[config.mk]
export PLATFORM = sky130hd
export DESIGN_NAME = load_store_unit
export DESIGN_NICKNAME = d
export VERILOG_FILES = /design/src/rtl/load_store_unit.sv
export SDC_FILE = /design/constraint.sdc
export NUM_CORES = 1
export LEC_CHECK = 0
export CORE_UTILIZATION = 30
export CTS_CLUSTER_DIAMETER = 200
export CTS_CLUSTER_SIZE = 8
export DETAILED_ROUTE_END_ITERATION = 6
export PLACE_DENSITY = 0.62
export SETUP_SLACK_MARGIN = 0.05
export SYNTH_ARGS = -nofsm -noshare
export SYNTH_HDL_FRONTEND = slang
export SYNTH_SLANG_ARGS = --single-unit
[constraint.sdc]
create_clock -name clk -period 3.35 [get_ports clk]
set_input_delay 0.5025 -clock clk [delete_from_list [all_inputs] [get_ports clk]]
set_output_delay 0.5025 -clock clk [all_outputs]
set_load 0.005 [all_outputs]
[src/rtl/load_store_unit.sv]
// load_store_unit: RV32I load/store sequencer (IDLE/WAIT/WB) with alignment checks, lane steering, ack timeout
module load_store_unit #(
  parameter int unsigned ACK_TIMEOUT = 15
) (
  input  logic        clk,
  input  logic        rst_n,
  input  logic        req_valid,
  output logic        req_ready,
  input  logic        is_load,
  input  logic        is_store,
  input  logic [2:0]  funct3,
  input  logic [31:0] addr,
  input  logic [31:0] store_data,
  input  logic [4:0]  rd_in,
  output logic        dmem_req,
  output logic [31:0] dmem_addr,
  output logic [3:0]  dmem_we,
  output logic [31:0] dmem_wdata,
  input  logic        dmem_ack,
  input  logic [31:0] dmem_rdata,
  output logic        rf_we,
  output logic [4:0]  rf_rd,
  output logic [31:0] rf_wdata,
  output logic        busy,
  output logic        done,
  output logic        err
);
  typedef enum logic [1:0] {IDLE, WAIT, WB} state_t;
  state_t      state_q, state_d;
  logic [7:0]  cnt_q, cnt_d;
  logic [1:0]  lane_q, lane_d;
  logic [2:0]  f3_q, f3_d;
  logic [4:0]  rd_q, rd_d;
  logic        load_q, load_d;
  logic        dmem_req_q, dmem_req_d;
  logic [31:0] dmem_addr_q, dmem_addr_d;
  logic [3:0]  dmem_we_q, dmem_we_d;
  logic [31:0] dmem_wdata_q, dmem_wdata_d;
  logic        rf_we_q, rf_we_d;
  logic [4:0]  rf_rd_q, rf_rd_d;
  logic [31:0] rf_wdata_q, rf_wdata_d;
  logic        done_q, done_d;
  logic        err_q, err_d;
  logic        bad;
  logic [7:0]  lb;
  logic [15:0] lh;
  logic [31:0] ext;
  logic [3:0]  mask;
  logic [31:0] wdata;
  assign bad = (is_load == is_store)
             || (is_load && (funct3 == 3'b011 || funct3[2:1] == 2'b11))
             || (is_store && funct3 > 3'b010)
             || (funct3[1:0] == 2'b01 && addr[0])
             || (funct3[1:0] == 2'b10 && addr[1:0] != 2'b00);
  assign mask  = funct3[1:0] == 2'b00 ? 4'b0001 << addr[1:0] :
                 funct3[1:0] == 2'b01 ? 4'b0011 << addr[1:0] : 4'b1111;
  assign wdata = funct3[1:0] == 2'b00 ? {4{store_data[7:0]}} :
                 funct3[1:0] == 2'b01 ? {2{store_data[15:0]}} : store_data;
  assign lb  = 8'(dmem_rdata >> {lane_q, 3'b000});
  assign lh  = lane_q[1] ? dmem_rdata[31:16] : dmem_rdata[15:0];
  assign ext = f3_q == 3'b000 ? {{24{lb[7]}}, lb} :
               f3_q == 3'b001 ? {{16{lh[15]}}, lh} :
               f3_q == 3'b100 ? {24'b0, lb} :
               f3_q == 3'b101 ? {16'b0, lh} : dmem_rdata;
  always_comb begin
    state_d      = state_q;
    cnt_d        = cnt_q;
    lane_d       = lane_q;
    f3_d         = f3_q;
    rd_d         = rd_q;
    load_d       = load_q;
    dmem_req_d   = dmem_req_q;
    dmem_addr_d  = dmem_addr_q;
    dmem_we_d    = dmem_we_q;
    dmem_wdata_d = dmem_wdata_q;
    rf_we_d      = 1'b0;
    rf_rd_d      = rf_rd_q;
    rf_wdata_d   = rf_wdata_q;
    done_d       = 1'b0;
    err_d        = 1'b0;
    unique case (state_q)
      IDLE: if (req_valid) begin
        if (bad) begin
          err_d = 1'b1;
        end else begin
          state_d      = WAIT;
          cnt_d        = 8'd0;
          lane_d       = addr[1:0];
          f3_d         = funct3;
          rd_d         = rd_in;
          load_d       = is_load;
          dmem_req_d   = 1'b1;
          dmem_addr_d  = {addr[31:2], 2'b00};
          dmem_we_d    = is_store ? mask : 4'b0000;
          dmem_wdata_d = wdata;
        end
      end
      WAIT: if (dmem_ack) begin
        dmem_req_d = 1'b0;
        dmem_we_d  = 4'b0000;
        done_d     = 1'b1;
        state_d    = load_q ? WB : IDLE;
        rf_we_d    = load_q && rd_q != 5'd0;
        rf_rd_d    = load_q ? rd_q : rf_rd_q;
        rf_wdata_d = load_q ? ext : rf_wdata_q;
      end else if (cnt_q == 8'(ACK_TIMEOUT - 1)) begin
        dmem_req_d = 1'b0;
        dmem_we_d  = 4'b0000;
        err_d      = 1'b1;
        state_d    = IDLE;
      end else begin
        cnt_d = cnt_q + 8'd1;
      end
      WB: state_d = IDLE;
      default: state_d = IDLE;
    endcase
  end
  always_ff @(posedge clk or negedge rst_n) begin
    if (!rst_n) begin
      state_q      <= IDLE;
      cnt_q        <= '0;
      lane_q       <= '0;
      f3_q         <= '0;
      rd_q         <= '0;
      load_q       <= 1'b0;
      dmem_req_q   <= 1'b0;
      dmem_addr_q  <= '0;
      dmem_we_q    <= '0;
      dmem_wdata_q <= '0;
      rf_we_q      <= 1'b0;
      rf_rd_q      <= '0;
      rf_wdata_q   <= '0;
      done_q       <= 1'b0;
      err_q        <= 1'b0;
    end else begin
      state_q      <= state_d;
      cnt_q        <= cnt_d;
      lane_q       <= lane_d;
      f3_q         <= f3_d;
      rd_q         <= rd_d;
      load_q       <= load_d;
      dmem_req_q   <= dmem_req_d;
      dmem_addr_q  <= dmem_addr_d;
      dmem_we_q    <= dmem_we_d;
      dmem_wdata_q <= dmem_wdata_d;
      rf_we_q      <= rf_we_d;
      rf_rd_q      <= rf_rd_d;
      rf_wdata_q   <= rf_wdata_d;
      done_q       <= done_d;
      err_q        <= err_d;
    end
  end
  assign busy       = state_q != IDLE;
  assign req_ready  = state_q == IDLE;
  assign dmem_req   = dmem_req_q;
  assign dmem_addr  = dmem_addr_q;
  assign dmem_we    = dmem_we_q;
  assign dmem_wdata = dmem_wdata_q;
  assign rf_we      = rf_we_q;
  assign rf_rd      = rf_rd_q;
  assign rf_wdata   = rf_wdata_q;
  assign done       = done_q;
  assign err        = err_q;
endmodule
After elaboration in Yosys (flattened, before gate mapping)

Index checks and enable logic that the tools add are counted.
W data, S select, Z words.

Register bits: 128
Bits in latches: 0
Memory bits (writable): 0
Bits in read-only memories: 0
Bits of input ports: 110
Output and inout port bits: 111
Memories: 0

$add $sub $neg: 1
Multipliers: 0
Div/mod/pow operators: 0
Magnitude comparators: 1
Equality and inequality tests: 15
Shift-type cells: 3
Muxes and demuxes: 40
Bitwise operators: 1
Reduce and logical (&&, ||, !) cells: 22

Operators with widths:

| cell                  | number |
|---|---|
| $mux W32              | 6 |
| $mux W8               | 4 |
| $shr A32 B5 Y8        | 1 |
| $mux W4               | 7 |
| $mux W16              | 1 |
| $pmux W8 S2           | 1 |
| $mux W1               | 12 |
| $mux W2               | 5 |
| $reduce_and A3 Y1     | 3 |
| $add A8 B1 Y8 const B | 1 |
| $eq A8 B4 Y1 const B  | 1 |
| $ne A2 B2 Y1 const B  | 4 |
| $pmux W4 S2           | 1 |
| $eq A3 B3 Y1 const B  | 2 |
| $reduce_bool A2 Y1    | 3 |
| $logic_and A1 B1 Y1   | 5 |
| $logic_or A1 B1 Y1    | 5 |
| $reduce_and A5 Y1     | 1 |
| $reduce_bool A5 Y1    | 1 |
| $eq A2 B1 Y1 const B  | 2 |
| $eq A2 B2 Y1 const B  | 2 |
| $logic_not A2 Y1      | 2 |
| $pmux W1 S2           | 2 |
| $pmux W2 S2           | 1 |
| other kinds (10)      | 10 |

Logic depth before layout (Yosys ltp)

Depth after elaboration: 10
Gate-level depth with buffers: 8
Depth with buffers taken out: 6

Worst setup path before layout

No wires, ideal clock.

Path kind: input -> register
Start: input addr[0]
End: register dmem_addr_q[30] (netlist: dmem_addr[30])
Setup time: 125 ps
Arrival time: 1,867 ps
Data required time: 3,225 ps
Setup slack: 1,357 ps
Stages: 7
Path buffers: 2
Cell sequence: inv_1 -> ha_1 -> nor3b_4 -> o221ai_2 -> buf_2 -> buf_2 -> mux2_4

Word-level cells in the longest chain between the ends: 5

Ends and longest elaborated chain:

| item                                                             | line   | text |
|---|---|---|
| start, declared                                                  | 12     | `input logic [31:0] addr,` |
| $reduce_bool A2 Y1 / $logic_and A1 B1 Y1 (equally long branches) | 54, 53 |  |
| $logic_and A1 B1 Y1 / $logic_or A1 B1 Y1 (equally long branches) | 54, 53 |  |
| $logic_or A1 B1 Y1 *                                             | 54     | `\|\| (funct3[1:0] == 2'b10 && addr[1:0] != 2'b00);` |
| $not A1 Y1 (no source line) *                                    | --     |  |
| $reduce_and A3 Y1 (no source line) *                             | --     |  |
| end signal, assigned                                             | 143    | `dmem_addr_q <= dmem_addr_d;` |
| end, declared                                                    | 36     | `logic [31:0] dmem_addr_q, dmem_addr_d;` |

Every way passes the cells marked *; elsewhere a longest branch is shown, timed or not.
A chain may end at the register's enable or synchronous reset.

Worst setup path in the final report

Start: register state_q[1]
End: output req_ready

Word-level cells in the longest chain between the ends: 1

Ends and longest elaborated chain:

| item                   | line | text |
|---|---|---|
| start, declared        | 29   | `state_t state_q, state_d;` |
| start signal, assigned | 136  | `state_q <= state_d;` |
| $logic_not A2 Y1       | 154  | `assign req_ready = state_q == IDLE;` |
| end, declared          | 8    | `output logic req_ready,` |

Every way passes these cells.

==> impl_summary.md <==
STA
Counting I/O delays and the setup requirement, the final critical path takes 2.55 ns. The final number of setup-violating endpoints is 0. Setup total negative slack on the finished layout was measured at 0 ns. Static timing analysis puts the maximum clock frequency at 392 MHz. In this run the tightest slew margin relative to its limit is approximately half. Setup repair after global routing left no endpoint under its margin. Clock skew on the completed layout was measured at 0.00764 ns. At the pin with the least slew margin, the transition time is between 0.7 and 0.8 ns. The max-slew violation count is 0.

Across all setup checks in the final design, the least slack found is 0.799 ns. The total count of hold-check failures in the final report came to 0. The final worst-path cycle share is roughly 76%.

Clock tree
The TritonCTS clock tree is yes. Clock latency on the worst-skew pair, taken at its later pin, is between 0.4 and 0.5 ns. The clock passes through at most 2 buffers. The number of levels in the clock H-tree is 4. Counting the buffers created by CTS gives 17. The clock drives 128 sinks. The clock root buffer master is clkbuf_16. The count of instances resized after the clock tree is built is 0. The post-CTS setup buffer count is 0.

Clock-pin slew was measured on the worst setup and hold paths at approximately 0.060 ns. In this run, post-CTS hold repair placed 0 buffers.

Route
The violation count after the first detailed-routing iteration is 225. The routed design has 17100 um of wire. Using the TritonRoute via totals, the vias-per-cell ratio works out to 4.72. The total DRC errors in the routed layout is 0. After detailed routing, the average wire length per cell comes to 16.2 um. The routed via count is 4983. The antenna violation net count after detailed routing is 0.

The first-pass iteration count of the detailed router is 4.

Synth
The synthesis warning total is 0. The largest total area in the synthesized netlist belongs to dfrtp_1. The cell area that synthesis handed to floorplanning was 6150 sq um. Sorting the synthesized cells by area gives the leading types as dfrtp_1 (52%), mux2i_1 (5.2%), mux2_4 (5.1%). In this run, synthesis produced a sequential element count of 128. Dividing the synthesized area by the synthesized cell count gives between 10 and 15 sq um. The top-area cell type share of the netlist area is around 52%. After synthesis, the most frequently instantiated cells are dfrtp_1 (128), nand2_1 (80), nor2_1 (37).

The share of synthesized registers carrying an async set or reset is 100%. The sequential share of the synthesized area is 52.1%. The count of flip-flops with a built-in enable after synthesis is 0. The number of cells produced by synthesis is 562. By instance count, the leading cell after synthesis is dfrtp_1. The top flip-flop cell by instance count after synthesis is dfrtp_1. The post-synthesis cell type count is 56.

Worst setup path
For this run, the slowest stage of the critical path takes between 0.6 and 0.7 ns. The critical path is of the reg2out type. For the worst setup path, the data required time is 2.85 ns. Together, buffers and inverters on the worst path number 1.

The critical path capture point type is an output port. Walking the worst path, the cells encountered are nor2_1, clkdlybuf4s50_1. The nature of the critical path startpoint is a flip-flop. The cell class contributing the biggest share of worst-path delay is buffers and inverters. At the worst endpoint, the arrival time is 2.05 ns. In this run the worst path has a maximum fanout of 9. For this design, the slowest cell found on the critical path is clkdlybuf4s50_1.

Global route
The largest net degree at the start of global routing is 67. The number of global-route vias before repair is 5178. Global routing used 17.0% of the available tracks across all layers. The initial antenna violation count is 1. The remaining global-route overflow is 0.

The global-route wire length before repair is 28100 um.

Power
Across the VDD grid, the largest voltage drop is 374 uV. The design draws between 6000 and 7000 uW. The total power density per cell area is 704 nW/um^2.

The leakage power figure is 0.00401 uW.

Cells and area
At the end of the flow the core is filled with cells to 45.7%. The number of antenna diodes is 0. In the final layout, the share of cells above drive strength 1 is 11.8%. The area growth from synthesis to layout is 50.0%. The final-stage net count is approximately 900.

Job
The number of max-capacitance violations reported is 0.

Floorplan
The height of the die is 145 um. The die outline area is 21100 sq um. The effective utilization at floorplan is 30.5%. 221 I/O pins were placed. The floorplan step set the die width to about 150 um. The area of the placeable core is 20200 sq um. In this run the core area contains 52 standard-cell rows.

Placement
During placement, the flow inserted port buffers numbering 218. The wire-length estimate of the detail-placed layout is 12000 um. The final weighted congestion in routability-driven placement is between 0.7 and 0.8. Before CTS, the worst setup slack after placement is 0.662 ns.

Outcome
The run finished with clean final reports.

Worst hold path
The type of the worst min-delay path is in2async.
==> cell type report <==
type,count,area (sq um)
multi-input combinational,385,2710
clock buffer,23,478
tap,270,338
clock inverter,9,155
fill,1928,10900
timing repair buffer,228,2300
sequential,128,3200
inverter,12,45.0
==> routing by layer <==
layer	up-vias	routed length, um	share of wire [%]	track usage (%)
li1	2396	-	-	-
met2	145	8050	47	26.9
met5	-	13	0.076	0
met3	19	931	5.5	3.77
met1	2421	7810	46	22.6
met4	2	250	1.5	6.16
==> flip-flops by register name (all words and copies together) (netlist names) <==
signal,cells
rd_q,5
done,1
dmem_we,4
load_q,1
dmem_wdata,32
dmem_addr,30
rf_we,1
err,1
lane_q,2
rf_wdata,32
rf_rd,5
state_q,2
cnt_q,8
f3_q,3
dmem_req,1
==> placed cells by master (no fill, tap or decap), drive strengths merged, types with 2 or more instances in the layout <==
master / netlist / routed
inv: 12 / 12
or2: 2 / 2
o2111ai: 2 / 2
a21o: 7 / 7
mux2: 47 / 47
nand3: 2 / 2
nand2b: 7 / 7
nor3b: 3 / 3
o21ai: 36 / 36
o22ai: 2 / 2
buf: 22 / 11
nor2b: 16 / 16
clkinvlp: 0 / 4
a21oi: 38 / 38
o2bb2ai: 4 / 4
nand3b: 7 / 7
o31ai: 7 / 7
nor3: 3 / 3
ha: 6 / 6
clkbuf: 16 / 23
clkdlybuf4s50: 0 / 217
conb: 1 / 2
nand4: 3 / 3
and2: 3 / 3
nand2: 80 / 80
a211oi: 7 / 7
a221oi: 8 / 8
bufinv: 0 / 4
mux2i: 32 / 32
and4: 2 / 2
dfrtp: 128 / 128
o221ai: 2 / 2
a2111oi: 2 / 2
nor2: 38 / 38
a211o: 7 / 7
a221o: 2 / 2
==> stage by stage <==
step                cells  cell area (sq um)  hold WS, ns
floorplan             563               6150        0.207
global route         1055               9230        0.119
detailed placement   1023               8590        0.468
finish               1055               9230       0.0664
CTS                  1055               9230        0.101
global placement     1023               8590        0.460
==> power by group <==
group	internal, uW	total (uW)	switching, uW
Combinational	1330	2110	785
Sequential	2050	2390	339
Clock	1300	1990	686
Total	4680	6490	1810
==> path summary, 6_finish.rpt <==
kind                        startpoint  cells after the start        endpoint  slack (ns)
setup / recovery            state_q[1]                      2       req_ready        0.80
hold reg to reg            rf_wdata[2]                      2     rf_wdata[2]        0.47
max in group asynchronous        rst_n                      2  dmem_wdata[14]        2.55
setup reg to reg               f3_q[0]                      5     rf_wdata[5]        1.16
hold / removal                   rst_n                      1     rf_wdata[5]        0.07
min in group clk           rf_wdata[2]                      2     rf_wdata[2]        0.47
==> worst register-to-register path, stage by stage, from the launching register on <==
cell and delay [ns]:
dfrtp_1 0.60, nand2b_1 0.55, a21oi_1 0.50, buf_4 0.22, nor2_1 0.04, o31ai_1 0.18
==> logic make-up (layout without fill, tap and decap cells) <==
logic type / count (synthesis) / count (layout) / synth area share [%]
and+or+nand+nor: 168 / 168 / 12.8
AOI/OAI and AO/OA: 129 / 129 / 14.3
DFF: 128 / 128 / 52.1
muxes: 80 / 80 / 15.5
buffers and inverters: 50 / 272 / 4.07
adders and majority gates: 6 / 6 / 1.22
other: 1 / 2 / 0.0610
No activity file was read; power rests on OpenSTA's default activity.
